==> src/rtl/serial_addsub.sv <==
// Bit-serial two's-complement add/subtract, LSB first; optional saturation under SERIAL_ADDSUB_SATURATE_EN.
// Latency: result valid WIDTH cycles after the accept edge.
// Backpressure: result held in DONE until out_ready; in_ready only while IDLE.
module serial_addsub #(
  parameter int WIDTH = 4
) (
  input  logic             clk,
  input  logic             rst_n,
  input  logic [WIDTH-1:0] a,
  input  logic [WIDTH-1:0] b,
  input  logic             sub,
  input  logic             in_valid,
  output logic             in_ready,
  output logic [WIDTH-1:0] sum,
  output logic             carry,
  output logic             overflow,
  output logic             out_valid,
  input  logic             out_ready
);

  localparam int CW = $clog2(WIDTH);

  typedef enum logic [1:0] {
    IDLE = 2'd0,
    CALC = 2'd1,
    DONE = 2'd2
  } state_t;

  state_t state, state_nxt;

  logic [WIDTH-1:0] a_q, b_q, sum_q;
  logic             sub_q, c_q, carry_q, ovf_q;
  logic [CW-1:0]    cnt;

  logic             last_bit;
  logic             op_a, op_b, s_bit, c_out, ovf_fin;
  logic [WIDTH-1:0] sum_raw, sum_fin;

  assign last_bit = (cnt == CW'(WIDTH - 1));

  always_comb begin
    op_a    = a_q[cnt];
    op_b    = b_q[cnt] ^ sub_q;
    s_bit   = op_a ^ op_b ^ c_q;
    c_out   = (op_a & op_b) | (op_a & c_q) | (op_b & c_q);
    // c_q is the carry into the MSB when the last bit is processed
    ovf_fin = c_q ^ c_out;
    sum_raw = sum_q;
    sum_raw[cnt] = s_bit;
`ifdef SERIAL_ADDSUB_SATURATE_EN
    if (ovf_fin) begin
      sum_fin = a_q[WIDTH-1] ? {1'b1, {(WIDTH-1){1'b0}}} : {1'b0, {(WIDTH-1){1'b1}}};
    end else begin
      sum_fin = sum_raw;
    end
`else
    sum_fin = sum_raw;
`endif
  end

  always_ff @(posedge clk or negedge rst_n) begin
    if (!rst_n) begin
      state <= IDLE;
    end else begin
      state <= state_nxt;
    end
  end

  always_comb begin
    state_nxt = state;
    case (state)
      IDLE:    if (in_valid) state_nxt = CALC;
      CALC:    if (last_bit) state_nxt = DONE;
      DONE:    if (out_ready) state_nxt = IDLE;
      default: state_nxt = IDLE;
    endcase
  end

  always_ff @(posedge clk or negedge rst_n) begin
    if (!rst_n) begin
      a_q     <= '0;
      b_q     <= '0;
      sub_q   <= 1'b0;
      c_q     <= 1'b0;
      cnt     <= '0;
      sum_q   <= '0;
      carry_q <= 1'b0;
      ovf_q   <= 1'b0;
    end else begin
      case (state)
        IDLE: begin
          if (in_valid) begin
            a_q     <= a;
            b_q     <= b;
            sub_q   <= sub;
            c_q     <= sub;
            cnt     <= '0;
            sum_q   <= '0;
            carry_q <= 1'b0;
            ovf_q   <= 1'b0;
          end
        end
        CALC: begin
          if (last_bit) begin
            sum_q   <= sum_fin;
            carry_q <= c_out;
            ovf_q   <= ovf_fin;
          end else begin
            sum_q <= sum_raw;
            c_q   <= c_out;
            cnt   <= cnt + 1'b1;
          end
        end
        default: ;
      endcase
    end
  end

  assign in_ready  = (state == IDLE);
  assign out_valid = (state == DONE);
  // partial sums stay internal until the result is complete
  assign sum       = out_valid ? sum_q   : '0;
  assign carry     = out_valid ? carry_q : 1'b0;
  assign overflow  = out_valid ? ovf_q   : 1'b0;

endmodule

==> config.mk <==
export PLATFORM = sky130hd
export DESIGN_NAME = serial_addsub
export DESIGN_NICKNAME = d
export VERILOG_FILES = /design/src/rtl/serial_addsub.sv
export SDC_FILE = /design/constraint.sdc
export NUM_CORES = 1
export LEC_CHECK = 0
export ABC_AREA = 1
export BUFFER_PORTS_ARGS = -buffer_cell sky130_fd_sc_hd__clkbuf_2
export CAP_MARGIN = 40
export CORE_UTILIZATION = 30
export CTS_CLUSTER_DIAMETER = 80
export DETAILED_ROUTE_END_ITERATION = 8
export PLACE_DENSITY = 0.52
export SYNTH_ARGS = -nofsm -noshare
export SYNTH_HDL_FRONTEND = slang
export SYNTH_SLANG_ARGS = --single-unit
export TNS_END_PERCENT = 30
==> constraint.sdc <==
create_clock -name clk -period 3 [get_ports clk]
set_input_delay 0.6 -clock clk [delete_from_list [all_inputs] [get_ports clk]]
set_output_delay 0.6 -clock clk [all_outputs]
set_load 0.1 [all_outputs]
### Yosys cells after proc, flatten, opt, wreduce, memory -nomap -nowiden

Cells that the tools add are included.
W data, S select, Z words.

| cells by class | value |
|---|---|
| add/subtract/negate cells | 1 |
| order comparisons | 2 |
| eq/ne operators | 7 |
| muxes and demuxes | 27 |
| bitwise gates (word level) | 9 |
| reductions and logical operators | 8 |

Operator list:

| cell | number |
|---|---|
| $mux W1 | 10 |
| $mux W2 | 5 |
| $reduce_and A3 Y1 | 3 |
| $mux W4 | 2 |
| $pmux W4 S2 | 1 |
| $ne A2 B2 Y1 const B | 3 |
| $pmux W1 S2 | 3 |
| $pmux W2 S3 | 1 |
| $bmux W1 S2 | 2 |
| $bwmux W4 | 1 |
| $eq A2 B2 Y1 const B | 2 |
| $pmux W2 S2 | 1 |
| $reduce_and A2 Y1 | 2 |
| $xor A1 B1 Y1 | 4 |
| $and A1 B1 Y1 | 3 |
| $lt A2 B3 Y1 const B | 1 |
| $add A2 B1 Y2 const B | 1 |
| $demux W1 S2 | 1 |
| $eq A2 B1 Y1 const B | 1 |
| $ge A2 B1 Y1 const B | 1 |
| $logic_not A2 Y1 | 1 |
| $ne A2 B1 Y1 const B | 1 |
| $or A1 B1 Y1 | 2 |
| $reduce_bool A2 Y1 | 1 |
| $logic_and A1 B1 Y1 | 1 |

| storage, ports and cells | value |
|---|---|
| register bits after elaboration | 20 |

### Depth between registers and ports, before layout

Gate-level depths: netlist of run 1.

| logic depth | value |
|---|---|
| word-level depth | 9 |
| depth in mapped cells | 13 |
| mapped depth without buffers | 13 |

### Worst setup path after synthesis of run 1

OpenSTA, ideal clock, no wires.

| timing path | value |
|---|---|
| kind | register to output |
| start point | reg state[0] |
| end point | out carry |
| arrival | 1.899 ns |
| data required time | 2.400 ns |
| slack | 0.501 ns |
| stages on the path, launching flop included | 4 |
| cells stage by stage | dfrtp_1 -> inv_2 -> nand2_1 -> nor2_1 |

| between the ends | value |
|---|---|
| cells in the longest elaborated chain, start to end | 2 |

RTL lines:

| what | RTL line | RTL |
|---|---|---|
| start: declaration | 29 | `state_t state, state_nxt;` |
| start signal: assignment | 65 | `state <= state_nxt;` |
| $eq A2 B2 Y1 | 120 | `assign out_valid = (state == DONE);` |
| $mux W1 | 123 | `assign carry = out_valid ? carry_q : 1'b0;` |
| end: declaration | 15 | `output logic carry,` |

No other way between the ends.

### Final worst setup path of run 1

| timing path | value |
|---|---|
| start point | reg state[0] |
| end point | out sum[1] |

| between the ends | value |
|---|---|
| cells in the longest elaborated chain, start to end | 2 |

RTL lines:

| what | RTL line | RTL |
|---|---|---|
| $eq A2 B2 Y1 | 120 |  |
| $mux W4 | 122 | `assign sum = out_valid ? sum_q : '0;` |
| end: declaration | 14 | `output logic [WIDTH-1:0] sum,` |

No other way between the ends.

==> flow_metrics.py, run 1 <==
metrics = {
    "status": {
        "status": "finished clean",
    },
    "floorplan": {
        "dieArea_um2": 3640,
        "dieWidth_um": 60.3,
        "row_count": 20,
        "io-pin-count": 21,
        "die_h_um": 60.3,
        "initial_utilization_pct": 32.6,
        "core_area_um2": 3130,
    },
    "power_and_ir_drop": {
        "internal_power_uw": 660,
        "irDropWorstVdd_uv": 386,
        "seq_power_share_pct": 36.6,
        "p_clk_share_pct": 9.6,
        "power.leakage_uw": 0.000655,
        "p_comb_share_pct": 53.9,
        "power_density_nw_per_um2": 1110,
        "switching_power_uw": 657,
        "swShare_pct": 49.9,
    },
    "timing": {
        "skew_ps": 4.53,
        "min_period_ps": 2200,
        "relSlewSlack_pct": 64.2,
        "grt_setup_unrepaired": "false",
        "finalSetupViolations": 0,
        "fmax_ghz": 0.454,
        "tightest_slew_ps": 539,
        "fin_setup_tns_ps": 0,
        "period_share_pct": 73.4,
        "report.final.slew_viol_count": 0,
        "finalHoldViolCount": 0,
    },
    "route": {
        "wl_um": 1960,
        "drtIter0Drc": 21,
        "via_count": 846,
        "routedWlPerCell_um": 10.0,
        "first_pass_iters": 4,
        "drc": 0,
        "drtAntennaViolNets": 0,
        "vias_per_cell": 4.32,
    },
    "clock_tree": {
        "cts.reportedPaths.clkPinSlew_ps": 110,
        "cts_buffers": 3,
        "cts_sinks": 20,
        "htreeDepth": 1,
        "root_buffer": "clkbuf_4",
        "post_cts_buffers": 0,
        "cts_resized": 0,
        "clkLatencyLatePin_ps": 300,
        "cts_tree": "yes",
        "cts_buffer_depth": 2,
        "hold_buffers": 0,
    },
    "setup_path": {
        "crit_path_end_kind": "output port",
        "crit_path_max_fanout": 8,
        "worstPathArrival_ps": 1600,
        "reg2reg_slack_ps": 1190,
        "worst_setup_path_start_kind": "register",
        "critPathKind": "register to output port",
        "cp.required_ps": 2400,
    },
    "layout": {
        "layout_common_cells": "53 x nand2_1, 20 x dfrtp_1, 20 x clkbuf_2, 13 x nand3_1, 13 x inv_1",
        "fin_nets": 172,
        "diodes": 0,
        "final_layout_size_suffix_gt1_share_pct": 19.7,
        "instances_no_fill": 196,
        "final_common_cell": "nand2_1",
        "area_growth_pct": 16.7,
        "nFillCells": 345,
    },
    "grt": {
        "grt_usage_pct": 13.0,
        "antenna_found_initial": 0,
        "grt_pass1_wl_um": 3510,
        "grt_max_degree": 21,
        "grt-ovfl-total": 0,
        "grt_pass1_vias": 832,
    },
    "hold_path": {
        "worstHoldPathType": "input pin to async pin",
    },
    "synthesis": {
        "syn_avg_cell_area_um2": 7.84,
        "synth_seq_cells": 20,
        "syn_nets": 148,
        "yosys_warnings": 0,
        "synth_cell_types": 16,
        "synthesis.area_um2": 1020,
        "synth-seq-area-share_pct": 49.1,
        "syn_inst": 130,
    },
    "placed_design": {
        "port-buffer-count": 20,
        "dp_cells": 193,
        "routabilityCongestion": 0.718,
        "hpwl_um": 1440,
    },
    "job": {
        "cap_viol_max_count": 0,
    },
}
## kinds of logic after synthesis
family / after synthesis / synth area share, %
buffers and inverters: 17 / 6.63
DFF: 20 / 49.1
adders and majority gates: 5 / 6.87
AOI/OAI and AO/OA: 10 / 4.91
and+or+nand+nor: 78 / 32.5
## power groups by stage
stage	logic (uW)	clock network, uW	registers, uW
final	709	126	481
after global routing	823	142	502
after CTS	718	131	482
after detailed placement	715	0	488
after global placement	716	0	484
after floorplan	586	0	465
## flip-flops by register name (all words and copies together), names as in the netlist
| name | flops |
|---|---|
| carry_q | 1 |
| a_q | 4 |
| cnt | 2 |
| b_q | 4 |
| ovf_q | 1 |
| c_q | 1 |
| sub_q | 1 |
| sum_q | 4 |
| state | 2 |
## per-stage QoR
step                instance area [um^2]  total power (uW)  hold slack [ps]  util, %  setup WS [ps]
detailed placement                  1170              1200              471     37.3           1140
global route                        1190              1470              274     38.0            661
finish                              1190              1320              247     38.0            799
CTS                                 1190              1330              262     38.0            792
floorplan                           1020              1050              304        -            501
global placement                    1170              1200              467     37.3           1170
## worst max-delay path, stage by stage (launching register included)
cell and delay [ps]:
dfrtp_1 450, inv_2 100, nand2_1 160, nor2_1 130, clkbuf_2 460
## metal layers
| layer | GRT usage (%) | share of wire (%) | wire length (um) | up-vias |
|---|---|---|---|---|
| li1 | - | - | - | 453 |
| met1 | 16.2 | 50 | 976 | 367 |
| met2 | 21.7 | 44 | 867 | 21 |
| met3 | 2.16 | 4.0 | 79 | 5 |
| met4 | 6.31 | 1.8 | 36 | 0 |
| met5 | 0 | 0 | 0 | - |
## cells in the mapped netlist (all sizes together)
cell,count,area share [%]
fa,1,2.0
nor2,9,4.3
inv,16,5.9
o21ai,10,4.9
ha,4,4.9
nand2,55,21
nand3,13,6.4
nand4,1,0.61
dfrtp,20,49
buf,1,0.74
## path summary, 6_finish.rpt
check                           end      start  cells after the start
setup / recovery             sum[1]   state[0]                      4
hold / removal              carry_q      rst_n                      1
setup reg to reg              ovf_q     cnt[0]                     13
hold reg to reg              b_q[2]     b_q[2]                      2
max in group asynchronous    a_q[0]      rst_n                      1
min in group clk           state[1]  out_ready                      2
## cell type report
| type | instances | area, um^2 | area share [%] |
|---|---|---|---|
| inverter | 16 | 60.1 | 5.05 |
| timing repair buffer | 20 | 100 | 8.41 |
| sequential | 20 | 500 | 42.1 |
| multi-input combinational | 93 | 452 | 38.0 |
| tap | 44 | 55.1 | 4.63 |
| clock buffer | 3 | 22.5 | 1.89 |
Power figures use the tool's default switching activity.
==> inputs of run 2 (changes only) <==
PLACE_DENSITY = 0.54   (was 0.52)
clock period = 2 ns   (was 3 ns; I/O delays follow)
==> flow_metrics.py, run 2 (same netlist as run 1, synthesis figures left out) <==
metrics = {
    "power_and_ir_drop": {
        "internal_power_uw": 995,
        "p_clk_share_pct": 9.5,
        "seq_power_share_pct": 36.6,
        "finalPower_uw": 1980,
        "irDropWorstVdd_uv": 521,
        "switching_power_uw": 984,
        "p_comb_share_pct": 53.9,
        "power_density_nw_per_um2": 1640,
        "swShare_pct": 49.7,
        "power.leakage_uw": 0.000660,
    },
    "clock_tree": {
        "cts_buffers": 3,
        "cts_sinks": 20,
        "cts_tree": "yes",
        "post_cts_buffers": 0,
        "cts.reportedPaths.clkPinSlew_ps": 110,
        "root_buffer": "clkbuf_4",
        "htreeDepth": 1,
        "cts_resized": 0,
        "clkLatencyLatePin_ps": 300,
        "hold_buffers": 0,
        "cts_buffer_depth": 2,
    },
    "layout": {
        "final_common_cell": "nand2_1",
        "area_growth_pct": 18.4,
        "design_area_um2": 1210,
        "diodes": 0,
        "layout_common_cells": "53 x nand2_1, 20 x dfrtp_1, 13 x nand3_1, 13 x inv_1, 13 x clkbuf_2",
        "top_regs": "a_q x4, b_q x4, sum_q x4",
        "instances_no_fill": 196,
        "fin_nets": 172,
        "nFillCells": 346,
        "final_layout_size_suffix_gt1_share_pct": 19.7,
    },
    "grt": {
        "grt-ovfl-total": 0,
        "grt_usage_pct": 13.5,
        "grt_use_met1_pct": 17.6,
        "grt_max_degree": 21,
        "grt-busiest-layer": "met2",
        "antenna_found_initial": 0,
        "grtUsageMet3_pct": 2.81,
        "grt_pass1_vias": 804,
        "grt_pass1_wl_um": 3630,
        "grt_util_met2_pct": 22.0,
    },
    "route": {
        "routedWlPerCell_um": 10.3,
        "vias_per_cell": 4.35,
        "drtAntennaViolNets": 0,
        "first_pass_iters": 4,
        "drtIter0Drc": 27,
        "wl_um": 2010,
        "drc": 0,
        "via_count": 853,
    },
    "setup_path": {
        "crit_path_end_kind": "output port",
        "critPathKind": "register to output port",
        "crit_path_max_fanout": 8,
        "cp.required_ps": 1600,
        "max_stage_delay_ps": 450,
        "worstPathArrival_ps": 1470,
        "critPathSlowestCell": "dfrtp_1",
        "path_cells": "inv_2, nand2_1, nor2_1, buf_4",
        "worst_setup_path_start_kind": "register",
    },
    "placed_design": {
        "dpl_cell_area_um2": 1180,
        "port-buffer-count": 20,
        "hpwl_um": 1530,
        "routabilityCongestion": 0.787,
        "dp_cells": 193,
    },
    "floorplan": {
        "dieWidth_um": 60.3,
        "row_count": 20,
        "core_area_um2": 3130,
        "initial_utilization_pct": 32.6,
        "die_h_um": 60.3,
        "dieArea_um2": 3640,
        "io-pin-count": 21,
    },
    "timing": {
        "report.final.slew_viol_count": 0,
        "tightest_slew_ps": 538,
        "grt_setup_unrepaired": "false",
        "fmax_ghz": 0.536,
        "period_share_pct": 93.3,
        "finalSetupViolations": 0,
        "finalHoldViolCount": 0,
        "min_period_ps": 1870,
        "relSlewSlack_pct": 64.3,
        "skew_ps": 4.61,
    },
    "job": {
        "cap_viol_max_count": 0,
    },
    "status": {
        "status": "finished clean",
    },
    "hold_path": {
        "worstHoldPathType": "input pin to async pin",
    },
}
run 2: cell count changes in the layout (fill, tap and decap cells not counted), sizes merged:
cell | before | now
buf | 0 | 7
clkbuf | 23 | 16
run 2: path summary, 6_finish.rpt:
| path | slack (ps) | end | cells after the start | start |
|---|---|---|---|---|
| hold reg to reg | 490 | b_q[3] | 2 | b_q[3] |
| max in group asynchronous | 1600 | a_q[3] | 1 | rst_n |
| hold / removal | 50 | sum_q[3] | 1 | rst_n |
| setup / recovery | 130 | overflow | 4 | state[0] |
| min in group clk | 270 | state[1] | 2 | out_ready |
| setup reg to reg | 230 | ovf_q | 13 | cnt[0] |
run 2: power by group through the flow:
stage	clock network (uW)	logic [uW]	registers (uW)
2_1_floorplan	0	879	697
3_3_place_gp	0	1070	732
3_5_place_dp	0	1080	735
4_1_cts	200	1090	725
5_1_grt	217	1250	753
6_report	189	1070	724
run 2: critical path, delay by kind of cell (launching register included):
| kind | cells | cell delay (ps) |
|---|---|---|
| buffers and inverters | 2 | 400 |
| flip-flops | 1 | 450 |
| AND/OR/NAND/NOR | 2 | 310 |
run 2: per-stage QoR:
stage          TNS (ps)  hold WS [ps]  util [%]  worst slack (ps)
4_1_cts               0          65.1      38.6               127
6_report              0          47.4      38.6               135
3_5_place_dp          0           399      37.9               241
2_1_floorplan     -1800           104         -              -299
3_3_place_gp          0           393      37.9               314
5_1_grt               0          72.2      38.6              16.4
run 2: cell type report:
| class | count | area, um^2 | area share, % |
|---|---|---|---|
| inverters | 16 | 60.1 | 4.97 |
| clock buffers | 3 | 22.5 | 1.87 |
| repair buffers | 20 | 118 | 9.74 |
| well taps | 44 | 55.1 | 4.56 |
| multi-input cells | 93 | 452 | 37.4 |
| flip-flops and latches | 20 | 500 | 41.5 |
run 2: metal layers:
layer / vias to the layer above / part of all wire [%]
met3: 4 / 4.8
met5: - / 0
met1: 375 / 50
met4: 0 / 1.5
met2: 25 / 44
li1: 449 / -
